==> config.mk <==
export PLATFORM = sky130hd
export DESIGN_NAME = tone_detect
export DESIGN_NICKNAME = d
export VERILOG_FILES = /design/src/rtl/tone_detect_pkg.sv /design/src/rtl/tone_detect_spk_edge_sync.sv /design/src/rtl/tone_detect.sv
export SDC_FILE = /design/constraint.sdc
export NUM_CORES = 1
export LEC_CHECK = 0
export BUFFER_PORTS_ARGS = -buffer_cell sky130_fd_sc_hd__buf_2
export CORE_UTILIZATION = 30
export DETAILED_ROUTE_END_ITERATION = 16
export SLEW_MARGIN = 15
export SYNTH_ARGS = -nofsm -noshare
export SYNTH_HDL_FRONTEND = slang
export SYNTH_SLANG_ARGS = --single-unit
==> constraint.sdc <==
create_clock -name Clk4M -period 6 [get_ports Clk4M]
set_input_delay 0.3 -clock Clk4M [delete_from_list [all_inputs] [get_ports Clk4M]]
set_output_delay 0.3 -clock Clk4M [all_outputs]
set_load 0.005 [all_outputs]
==> src/rtl/tone_detect_pkg.sv <==
// rtl/tone_detect_pkg.sv - shared constants, FSM states and helpers for the tone path
//
// Purpose: single source for the tone-code width, the preload/silence code
// (also used by the divider), timing defaults and state encodings.
// Ports: none (package).
package tone_detect_pkg;

  localparam int TONE_W = 13;
  // One extra bit so a half-period of exactly 8192 clocks is representable.
  localparam int H_W = TONE_W + 1;
  localparam logic [TONE_W-1:0] PLC = 13'd8191;
  localparam int CNT_W = 15;
  localparam int TIMEOUT_DEF = 16384;
  localparam int TOL_DEF = 1;
  localparam int H_MAX = 8192;

  typedef enum logic [1:0] {
    S_SILENT = 2'd0,
    S_ARM    = 2'd1,
    S_MEAS   = 2'd2,
    S_LOCK   = 2'd3
  } state_t;

  // Half-period to tone code; H = 8192 wraps to code 0.
  function automatic logic [TONE_W-1:0] h_to_tone(input logic [H_W-1:0] h);
    return TONE_W'(H_W'(H_MAX) - h);
  endfunction

  function automatic logic [H_W-1:0] abs_diff(input logic [H_W-1:0] a,
                                              input logic [H_W-1:0] b);
    return (a >= b) ? (a - b) : (b - a);
  endfunction

endpackage

==> src/rtl/tone_detect_spk_edge_sync.sv <==
// rtl/tone_detect_spk_edge_sync.sv - speaker line synchroniser with any-edge pulse
//
// Purpose: brings the asynchronous speaker square wave into the clock domain
// and emits a one-cycle pulse on every rising or falling transition.
// Ports:
//   clk      in   sampling clock
//   rst_n    in   asynchronous active-low reset
//   spk_in   in   asynchronous speaker line
//   spk_edge out  one-cycle pulse per synchronised transition
module spk_edge_sync (
  input  logic clk,
  input  logic rst_n,
  input  logic spk_in,
  output logic spk_edge
);

  logic meta_q, meta_d;
  logic sync_q, sync_d;
  logic prev_q, prev_d;

  always_comb begin
    meta_d = spk_in;
    sync_d = meta_q;
    prev_d = sync_q;
  end

  // All stages reset high to match the divider's idle level, so releasing
  // reset with the line high produces no edge.
  always_ff @(posedge clk or negedge rst_n) begin
    if (!rst_n) begin
      meta_q <= 1'b1;
      sync_q <= 1'b1;
      prev_q <= 1'b1;
    end else begin
      meta_q <= meta_d;
      sync_q <= sync_d;
      prev_q <= prev_d;
    end
  end

  assign spk_edge = sync_q ^ prev_q;

endmodule

==> src/rtl/tone_detect.sv <==
// rtl/tone_detect.sv - recovers the tone preload code from the speaker square wave
//
// Purpose: times successive half-periods of the speaker line, confirms two
// agreeing half-periods and reports code = 8192 - H; reports PLC when silent.
// Ports:
//   Clk4M   in   4 MHz system clock
//   RST_N   in   asynchronous active-low reset
//   ISpk    in   speaker square wave (asynchronous)
//   OTone   out  recovered tone code
//   OLock   out  successive half-periods agree within TOL
//   OSilent out  no edge seen for TIMEOUT clocks
//   OStb    out  one-cycle pulse when OTone is loaded
module tone_detect
  import tone_detect_pkg::*;
#(
  parameter int TIMEOUT = TIMEOUT_DEF,
  parameter int TOL     = TOL_DEF
) (
  input  logic              Clk4M,
  input  logic              RST_N,
  input  logic              ISpk,
  output logic [TONE_W-1:0] OTone,
  output logic              OLock,
  output logic              OSilent,
  output logic              OStb
);

  localparam logic [CNT_W-1:0] CNT_SAT  = CNT_W'(TIMEOUT);
  localparam logic [CNT_W-1:0] CNT_LAST = CNT_W'(TIMEOUT - 1);
  localparam logic [CNT_W-1:0] CNT_HMAX = CNT_W'(H_MAX);
  localparam logic [H_W-1:0]   TOL_H    = H_W'(TOL);

  logic              spk_edge;
  state_t            state_q, state_d;
  logic [CNT_W-1:0]  cnt_q, cnt_d;
  logic [H_W-1:0]    href_q, href_d;
  logic [TONE_W-1:0] tone_q, tone_d;
  logic              lock_q, lock_d;
  logic              silent_q, silent_d;
  logic              stb_q, stb_d;

  logic [CNT_W-1:0]  h_full;
  logic [H_W-1:0]    h;
  logic [TONE_W-1:0] h_code;
  logic              h_ok, h_match, timeout;

  spk_edge_sync u_sync (
    .clk      (Clk4M),
    .rst_n    (RST_N),
    .spk_in   (ISpk),
    .spk_edge (spk_edge)
  );

  // The counter is cleared on the edge cycle, so the spacing is count + 1.
  assign h_full  = cnt_q + CNT_W'(1);
  assign h_ok    = (h_full <= CNT_HMAX);
  assign h       = h_full[H_W-1:0];
  assign h_code  = h_to_tone(h);
  assign h_match = h_ok && (abs_diff(h, href_q) <= TOL_H);
  // Fires as the counter steps onto TIMEOUT; a coincident edge wins and is
  // seen as an out-of-range half-period instead.
  assign timeout = !spk_edge && (cnt_q >= CNT_LAST);

  always_comb begin
    cnt_d = cnt_q;
    if (spk_edge)              cnt_d = '0;
    else if (cnt_q != CNT_SAT) cnt_d = cnt_q + CNT_W'(1);
  end

  // Next-state logic
  always_comb begin
    state_d = state_q;
    unique case (state_q)
      S_SILENT: if (spk_edge) state_d = S_ARM;
      S_ARM: begin
        if (spk_edge)     state_d = h_ok ? S_MEAS : S_ARM;
        else if (timeout) state_d = S_SILENT;
      end
      S_MEAS, S_LOCK: begin
        if (spk_edge) begin
          if (!h_ok)        state_d = S_ARM;
          else if (h_match) state_d = S_LOCK;
          else              state_d = S_MEAS;
        end else if (timeout) begin
          state_d = S_SILENT;
        end
      end
      default: state_d = S_SILENT;
    endcase
  end

  // Registered outputs and reference half-period
  always_comb begin
    href_d   = href_q;
    tone_d   = tone_q;
    lock_d   = lock_q;
    silent_d = silent_q;
    stb_d    = 1'b0;
    if (state_q != S_SILENT && timeout) begin
      tone_d   = PLC;
      lock_d   = 1'b0;
      silent_d = 1'b1;
      stb_d    = (tone_q != PLC);
    end else if (spk_edge) begin
      unique case (state_q)
        S_ARM: if (h_ok) href_d = h;
        S_MEAS: begin
          if (h_match) begin
            tone_d   = h_code;
            lock_d   = 1'b1;
            silent_d = 1'b0;
            stb_d    = 1'b1;
          end else if (h_ok) begin
            href_d = h;
          end
        end
        S_LOCK: begin
          if (h_match) begin
            href_d = h;
            if (h_code != tone_q) begin
              tone_d = h_code;
              stb_d  = 1'b1;
            end
          end else begin
            lock_d = 1'b0;
            if (h_ok) href_d = h;
          end
        end
        default: ;
      endcase
    end
  end

  always_ff @(posedge Clk4M or negedge RST_N) begin
    if (!RST_N) state_q <= S_SILENT;
    else        state_q <= state_d;
  end

  always_ff @(posedge Clk4M or negedge RST_N) begin
    if (!RST_N) begin
      cnt_q    <= '0;
      href_q   <= '0;
      tone_q   <= PLC;
      lock_q   <= 1'b0;
      silent_q <= 1'b1;
      stb_q    <= 1'b0;
    end else begin
      cnt_q    <= cnt_d;
      href_q   <= href_d;
      tone_q   <= tone_d;
      lock_q   <= lock_d;
      silent_q <= silent_d;
      stb_q    <= stb_d;
    end
  end

  assign OTone   = tone_q;
  assign OLock   = lock_q;
  assign OSilent = silent_q;
  assign OStb    = stb_q;

endmodule

# After elaboration in Yosys (flattened, before gate mapping)
# Index checks and enable logic that the tools add are counted.
word_totals:
  in_bits: 3
  reg_bits: 50
  out_inout_bits: 16
  word_cells: 85
op_classes:
  add_sub_neg: 4
  eq_ne: 12
  n_bitwise: 2
  muxes: 36
  n_reduce_logical: 17
  magnitude_cmp: 4
op_table:
  columns: ["operator", "n"]
  rows:
  - ["two-way mux 13 bit", 5]
  - ["two-way mux 14 bit", 4]
  - ["one-hot mux 14 bit (3 select lines)", 1]
  - ["two-way mux 15 bit", 2]
  - ["subtractor 14 bit", 2]
  - ["one-hot mux 13 bit (2 select lines)", 1]
  - ["adder 15 x 1 -> 15 bit, second input constant", 1]
  - ["greater-or-equal comparator 15 x 14 -> 1 bit, second input constant", 1]
  - ["less-or-equal comparator 15 x 14 -> 1 bit, second input constant", 1]
  - ["!= test 15 bit, second input constant", 1]
  - ["greater-or-equal comparator 14 bit", 1]
  - ["less-or-equal comparator 14 x 1 -> 1 bit, second input constant", 1]
  - ["two-way mux 1 bit", 14]
  - ["!= test 13 bit", 1]
  - ["!= test 13 bit, second input constant", 1]
  - ["subtractor 1 x 13 -> 13 bit, first input constant", 1]
  - ["two-way mux 2 bit", 6]
  - ["!= test 3 bit, second input constant", 4]
  - ["nonzero test 2 bit", 5]
  - ["AND reduction 4 bit", 2]
  - ["one-hot mux 2 bit (3 select lines)", 1]
  - ["nonzero test 3 bit", 2]
  - ["AND reduction 5 bit", 1]
  - ["== test 2 bit, second input constant", 2]
  - ["10 further kinds", 14]

# Logic depth before layout (Yosys ltp)
# Gate-level depths: netlist (run 1).
depth:
  word_depth: 9
  mapped_depth: 21

# Cells and area by module
# From an unflattened synthesis (run 1), not the netlist that was laid out.
hier_totals:
  hier_cells: 515
  area_unflattened_um2: 4360.4
by_module_without_submodules:
  columns: ["mod", "cells_per_inst", "area_per_inst_um2", "n_inst", "seq_area_each_um2"]
  rows:
  - ["tone_detect", 511, 4272.8, 1, 1193.6]
  - ["spk_edge_sync", 4, 87.6, 1, 78.8]

# Worst setup path before layout (run 1)
# OpenSTA, ideal clock, no wires.
synth_path:
  path_kind: "register to register"
  startpoint: "reg cnt_q[0]"
  endpoint: "reg (tool-made name)"
  setup_time_ns: 0.152
  arrival_time_ns: 4.243
  slack_ns: 1.605
  synth_period_minus_slack_ns: 4.395
  path_stages_with_launch: 18
  path_cell_list: "dfrtp_1 > clkbuf_1 > inv_1 > ha_1 > clkbuf_1 > inv_1 > fa_1 > nor2b_1 > o2111ai_1 > a211oi_2 > nor3_2 > or3_1 > a32oi_1 > nand4_1 > o41ai_2 > a21oi_2 > buf_6 > mux2i_1"
synth_lines:
  columns: ["item", "line", "source"]
  rows:
  - ["start: declaration", "tone_detect.sv:35", "logic [CNT_W-1:0] cnt_q, cnt_d;"]
  - ["start signal: assignment", "tone_detect.sv:148", "cnt_q <= cnt_d;"]

==> out/summary.txt, run 1 <==
vias in the first global route = 3706
Required @ worst endpoint = 6.21 ns
Synth Net Count = 554
simple-gate share of the synthesized area = 21.0%
Synth top area share = 18.1%
input/output buffers = 18
post-route insts no fill = 710
drt total wl = 12400 um
Filler Cells Inserted = 1517
max-cap violations = 0
Final ANT Viol Nets = 0
post-DR wirelength/cell = 17.4 um
DRT Pass-1 Iters = 5
total number of vias = 3981
Site Rows = 44
DR iter-0 viols = 435
worst-margin pin slew = 0.731 ns
Syn. warnings = 0
Avg Cell Area, Syn = 8.73 um^2
Final Max Tran Viols = 0
Arr. time, crit path = 5.75 ns
cell taking the most area after synthesis = dfrtp_1
Pleak = 2.21 nW
final layout net count = 557
post-synthesis sequential area ratio = 27.9%
Crit Path Max Fanout = 11
hold depth = 1
Sinks on Clock Net = 50
kind of critical path = reg -> reg
global-route wire length before repair = 19700 um
H-tree depth reported by CTS = 2
final setup TNS = 0 ns
RR Startpoint = cnt_q[1]$_DFFE_PN0P_
Die Width = 125 um
Hold Buf Count CTS = 0
Synth Instances = 522
Initial Util = 31.0%
fin crit period = 5.54 ns
commonest cells after routing, fill and taps aside = inv_1, a21oi_1, dfrtp_1, nand2_1, nor2_1
fraction of registers with async set/reset = 100%
Core Region = 14700 um^2
register area = 1270 um^2
Hold Violations, Final = 0
final setup fails = 0
Synth Area in Adders = 8.29%
total power = 0.00174 W
CP endpoint kind = flip-flop
max_slew headroom = 51.2%
Mapped Area = 4560 um^2
Syn-to-layout area delta = 8.23%
R2R Setup Slk = 0.46 ns
HPWL after detailed placement = 9600 um
grt total ovfl = 0
Hold WC Path Type = in -> reg
Post-synth EDFFs = 0
crit path launch type = flip-flop
cts repair resizes = 0
CTS tree = built
CTS max path bufs = 2
PwrDens = 352 nW/um^2
RSZ-0062 raised after global routing = false
status = finished clean
clock slew at reported path FFs = 0.07 ns
total CTS buffers = 5
Root Buffer = clkbuf_16
largest family of logic cells by synthesized area = simple AND/OR/NAND/NOR gates
io pins = 19
DIE AREA = 15700 um^2
highest clock rate = 181 MHz
commonest non-fill, non-tap cell in the layout = inv_1
setup repair bufs after CTS = 0
Worst Skew = 0.00288 ns
final period utilization = 92.3%
fraction of layout cells with a size suffix above 1 = 12.9%
VDD IR max = 0.000124 V
hold endpoint = u_sync.meta_q$_DFF_PN1_
DRC = 0
All-Layer GR Usage = 15.7%
largest net degree at the start of global routing = 51
Synth Area in Compound Gates = 20.9%
vias per inst = 5.61
XOR/XNOR share of the synthesized area = 10.5%
Primary FF master, synth = dfrtp_1
antenna cell count = 0
area of the multi-input gates = 2970 um^2
DIE HEIGHT = 125 um
HP Start = ISpk
Seq cells post-synth = 50
Inst Count DP = 702
R2R cell count = 17
initial antenna violation count = 0
clk_lat worst skew = 0.29 ns
RD Place Congestion = 0.988
unique cell type count in the Yosys netlist = 70
mux share of post-synthesis cell area = 4.42%
top post-synthesis cells by area = dfrtp_1, dfstp_2, ha_1
[power by group]
part           total, W  switching, W  internal, W
Combinational   0.00101      0.000578     0.000434
Clock          0.000309      0.000130     0.000178
Sequential     0.000416     0.0000421     0.000374
[metrics by stage]
stage	hold WS [ns]	setup slack [ns]	instance area [um^2]	utilization, %
2_1_floorplan	0.00441	1.61	4560	-
3_3_place_gp	0.348	0.795	4770	32.5
3_5_place_dp	0.349	0.604	4770	32.5
4_1_cts	0.0984	0.560	4930	33.6
5_1_grt	0.0918	0.0669	4930	33.6
6_report	0.102	0.465	4930	33.6
[critical path, stage by stage (launching register included)]
cell and delay [ns]:
dfrtp_1 0.52, ha_1 0.42, nand4_1 0.28, nor3_1 0.31
xnor2_1 0.28, inv_1 0.19, ha_1 0.46, and4_1 0.23
a311o_2 0.45, nor3_2 0.37, buf_4 0.25, o2111ai_1 0.14
and3_1 0.22, nor2_1 0.14, o41ai_2 0.11, a21oi_2 0.57
buf_4 0.29, mux2i_1 0.20
[worst max-delay path by stage]
stage / start / depth (start not counted) / to / slack (ns)
2_1_floorplan: cnt_q[0]$_DFFE_PN0P_ / 17 / flip-flop / 1.61
3_3_place_gp: cnt_q[1]$_DFFE_PN0P_ / 17 / flip-flop / 0.79
3_5_place_dp: cnt_q[1]$_DFFE_PN0P_ / 17 / flip-flop / 0.60
4_1_cts: cnt_q[1]$_DFFE_PN0P_ / 17 / flip-flop / 0.56
5_1_grt: cnt_q[1]$_DFFE_PN0P_ / 17 / flip-flop / 0.07
6_report: cnt_q[1]$_DFFE_PN0P_ / 17 / flip-flop / 0.46
[cell families after synthesis]
family	count (synthesis)
xor+xnor	42
mux	20
compound gates	135
simple gates	176
fa+ha+maj	29
flops	50
buf+inv	70
[metal layers]
layer	vias up	global-route usage [%]	share of wire, %
met4	0	4.88	2.0
met3	18	2.57	6.2
met2	146	24.6	45
met5	-	0	0
met1	1903	22.0	47
li1	1914	-	-
[cell usage after synthesis (all sizes together) (12+ instances only)]
cell / count
clkbuf: 12
o21ai: 20
nand4: 18
xnor2: 25
a31oi: 12
buf: 19
nor2: 30
ha: 27
inv: 38
mux2i: 19
nand2: 33
nand3: 16
dfstp: 17
nor3: 24
dfrtp: 33
a21oi: 36
[layout make-up]
type | count | area share (%)
Multi-Input combinational cell | 402 | 60.1
Tap cell | 184 | 4.67
Sequential cell | 50 | 25.8
Clock buffer | 7 | 3.09
Inverter | 39 | 2.97
Timing Repair Buffer | 27 | 3.20
Clock inverter | 1 | 0.178
No activity file was read; power rests on OpenSTA's default activity.
==> run 2, diff against run 1 <==
--- a/config.mk
+++ b/config.mk
@@ -7,6 +7,7 @@
 export LEC_CHECK = 0
 export BUFFER_PORTS_ARGS = -buffer_cell sky130_fd_sc_hd__buf_2
 export CORE_UTILIZATION = 30
+export CTS_BUF_LIST = sky130_fd_sc_hd__clkbuf_8
 export DETAILED_ROUTE_END_ITERATION = 16
 export SLEW_MARGIN = 15
 export SYNTH_ARGS = -nofsm -noshare
==> out/summary.txt, run 2 (synthesis results as in run 1) <==
status = finished clean (unchanged)
post-route insts no fill = 710 (unchanged)
Die Width = 125 um (unchanged)
RD Place Congestion = 0.988 (unchanged)
Crit Path Max Fanout = 11 (unchanged)
max_slew headroom = 50.9% (was 51.2%)
input/output buffers = 18 (unchanged)
Filler Cells Inserted = 1527 (was 1517)
Hold WC Path Type = in -> reg (unchanged)
cts repair resizes = 0 (unchanged)
Sinks on Clock Net = 50 (unchanged)
Largest stage delay, worst path = 0.57 ns (about the same)
Required @ worst endpoint = 6.24 ns (was 6.21 ns)
vias per inst = 5.60 (was 5.61)
Hold Violations, Final = 0 (unchanged)
total CTS buffers = 5 (unchanged)
buffers and inverters on the worst path = 3 (unchanged)
antenna cell count = 0 (unchanged)
Arr. time, crit path = 5.76 ns (was 5.75 ns)
DRC = 0 (unchanged)
largest net degree at the start of global routing = 51 (unchanged)
max-cap violations = 0 (unchanged)
CP endpoint kind = flip-flop (unchanged)
R2R cell count = 17 (unchanged)
CTS max path bufs = 2 (unchanged)
Hold Buf Count CTS = 0 (unchanged)
DIE HEIGHT = 125 um (unchanged)
final setup TNS = 0 ns (unchanged)
fraction of layout cells with a size suffix above 1 = 12.9% (unchanged)
HPWL after detailed placement = 9600 um (unchanged)
Initial Util = 31.0% (unchanged)
Root Buffer = clkbuf_8 (was clkbuf_16)
DR iter-0 viols = 355 (was 435)
hold depth = 1 (unchanged)
commonest cells after routing, fill and taps aside = inv_1, a21oi_1, dfrtp_1, nand2_1, nor2_1 (unchanged)
CP max stage cell = a21oi_2 (unchanged)
DRT Pass-1 Iters = 5 (unchanged)
DIE AREA = 15700 um^2 (unchanged)
clk_lat worst skew = 0.31 ns (was 0.29 ns)
Final ANT Viol Nets = 0 (unchanged)
global-route wire length before repair = 19700 um (about the same)
CP delay by family, top = simple AND/OR/NAND/NOR gates (unchanged)
CTS tree = built (unchanged)
PwrDens = 340 nW/um^2 (was 352 nW/um^2)
VDD IR max = 0.000126 V (was 0.000124 V)
highest clock rate = 181 MHz (about the same)
RSZ-0062 raised after global routing = false (unchanged)
vias in the first global route = 3693 (was 3706)
final layout net count = 557 (unchanged)
post-DR wirelength/cell = 17.5 um (was 17.4 um)
Worst Hold Slack = 0.0772 ns (was 0.102 ns)
initial antenna violation count = 0 (unchanged)
Syn-to-layout area delta = 7.00% (was 8.23%)
Final Max Tran Viols = 0 (unchanged)
All-Layer GR Usage = 15.7% (about the same)
H-tree depth reported by CTS = 2 (unchanged)
final period utilization = 92.0% (was 92.3%)
Pleak = 2.18 nW (was 2.21 nW)
CP cell instances = ha_1 > nand4_1 > nor3_1 > xnor2_1 > inv_1 > ha_1 > and4_1 > a311o_2 > nor3_2 > buf_4 > o2111ai_1 > and3_1 > nor2_1 > o41ai_2 > a21oi_2 > buf_4 > mux2i_1 (unchanged)
grt total ovfl = 0 (unchanged)
total number of vias = 3973 (was 3981)
Stages on worst setup path = 17 (unchanged)
worst-margin pin slew = 0.736 ns (was 0.731 ns)
fin crit period = 5.52 ns (was 5.54 ns)
final core utilization = 33.2% (was 33.6%)
io pins = 19 (unchanged)
kind of critical path = reg -> reg (unchanged)
clock slew at reported path FFs = 0.09 ns (was 0.07 ns)
crit path launch type = flip-flop (unchanged)
Inst Count DP = 702 (unchanged)
setup repair bufs after CTS = 0 (unchanged)
final setup fails = 0 (unchanged)
Worst Skew = 0.00347 ns (was 0.00288 ns)
commonest non-fill, non-tap cell in the layout = inv_1 (unchanged)
Site Rows = 44 (unchanged)
Core Region = 14700 um^2 (unchanged)
drt total wl = 12400 um (about the same)
-- run 2: worst paths after layout --
check                           slack [ns]                    start                          to
worst max register to register        0.48     cnt_q[1]$_DFFE_PN0P_                   flip-flop
max in group asynchronous             5.47                    RST_N  asynchronous set/reset pin
worst min register to register        0.36  u_sync.meta_q$_DFF_PN1_     u_sync.prev_d$_DFF_PN1_
worst min-delay path                  0.08                     ISpk     u_sync.meta_q$_DFF_PN1_
min in group asynchronous             0.09                    RST_N       cnt_q[10]$_DFFE_PN0P_
worst max-delay path                  0.48     cnt_q[1]$_DFFE_PN0P_                   flip-flop
-- run 2: final cells by class --
cell class	instances	area, um^2	area share (%)
Sequential cell	50	1270	26.1
Inverter	39	146	3.00
Tap cell	184	230	4.72
Multi-Input combinational cell	402	2970	60.8
Timing Repair Buffer	27	158	3.23
Clock buffer	7	96.3	1.98
Clock inverter	1	8.76	0.180
-- run 2: metal layers --
metal	vias up	routed length, um	part of all wire, %	global-route usage (%)
met3	25	786	6.3	2.48
met1	1896	5770	47	22.2
met2	136	5580	45	24.4
li1	1916	-	-	-
met4	0	260	2.1	4.66
met5	-	0	0	0
-- run 2: through the flow --
step	setup WS [ns]	total power, W	instance area [um^2]
6_report	0.479	0.00166	4880
5_1_grt	0.0551	0.00176	4880
4_1_cts	0.552	0.00164	4880
3_5_place_dp	0.604	0.00141	4770
3_3_place_gp	0.795	0.00139	4770
2_1_floorplan	1.61	0.00118	4560
-- run 2: report_power, final --
part | internal, W | total [W] | switching, W
Clock | 0.000106 | 0.000228 | 0.000122
Combinational | 0.000435 | 0.00101 | 0.000580
Sequential | 0.000374 | 0.000416 | 0.0000428
-- run 2: worst register-to-register path: stages (launching register included) --
cell,delay (ns)
dfrtp_1,0.52
ha_1,0.42
nand4_1,0.28
nor3_1,0.31
xnor2_1,0.29
inv_1,0.19
ha_1,0.46
and4_1,0.24
a311o_2,0.45
nor3_2,0.36
buf_4,0.25
o2111ai_1,0.15
and3_1,0.22
nor2_1,0.14
o41ai_2,0.11
a21oi_2,0.58
buf_4,0.29
mux2i_1,0.20
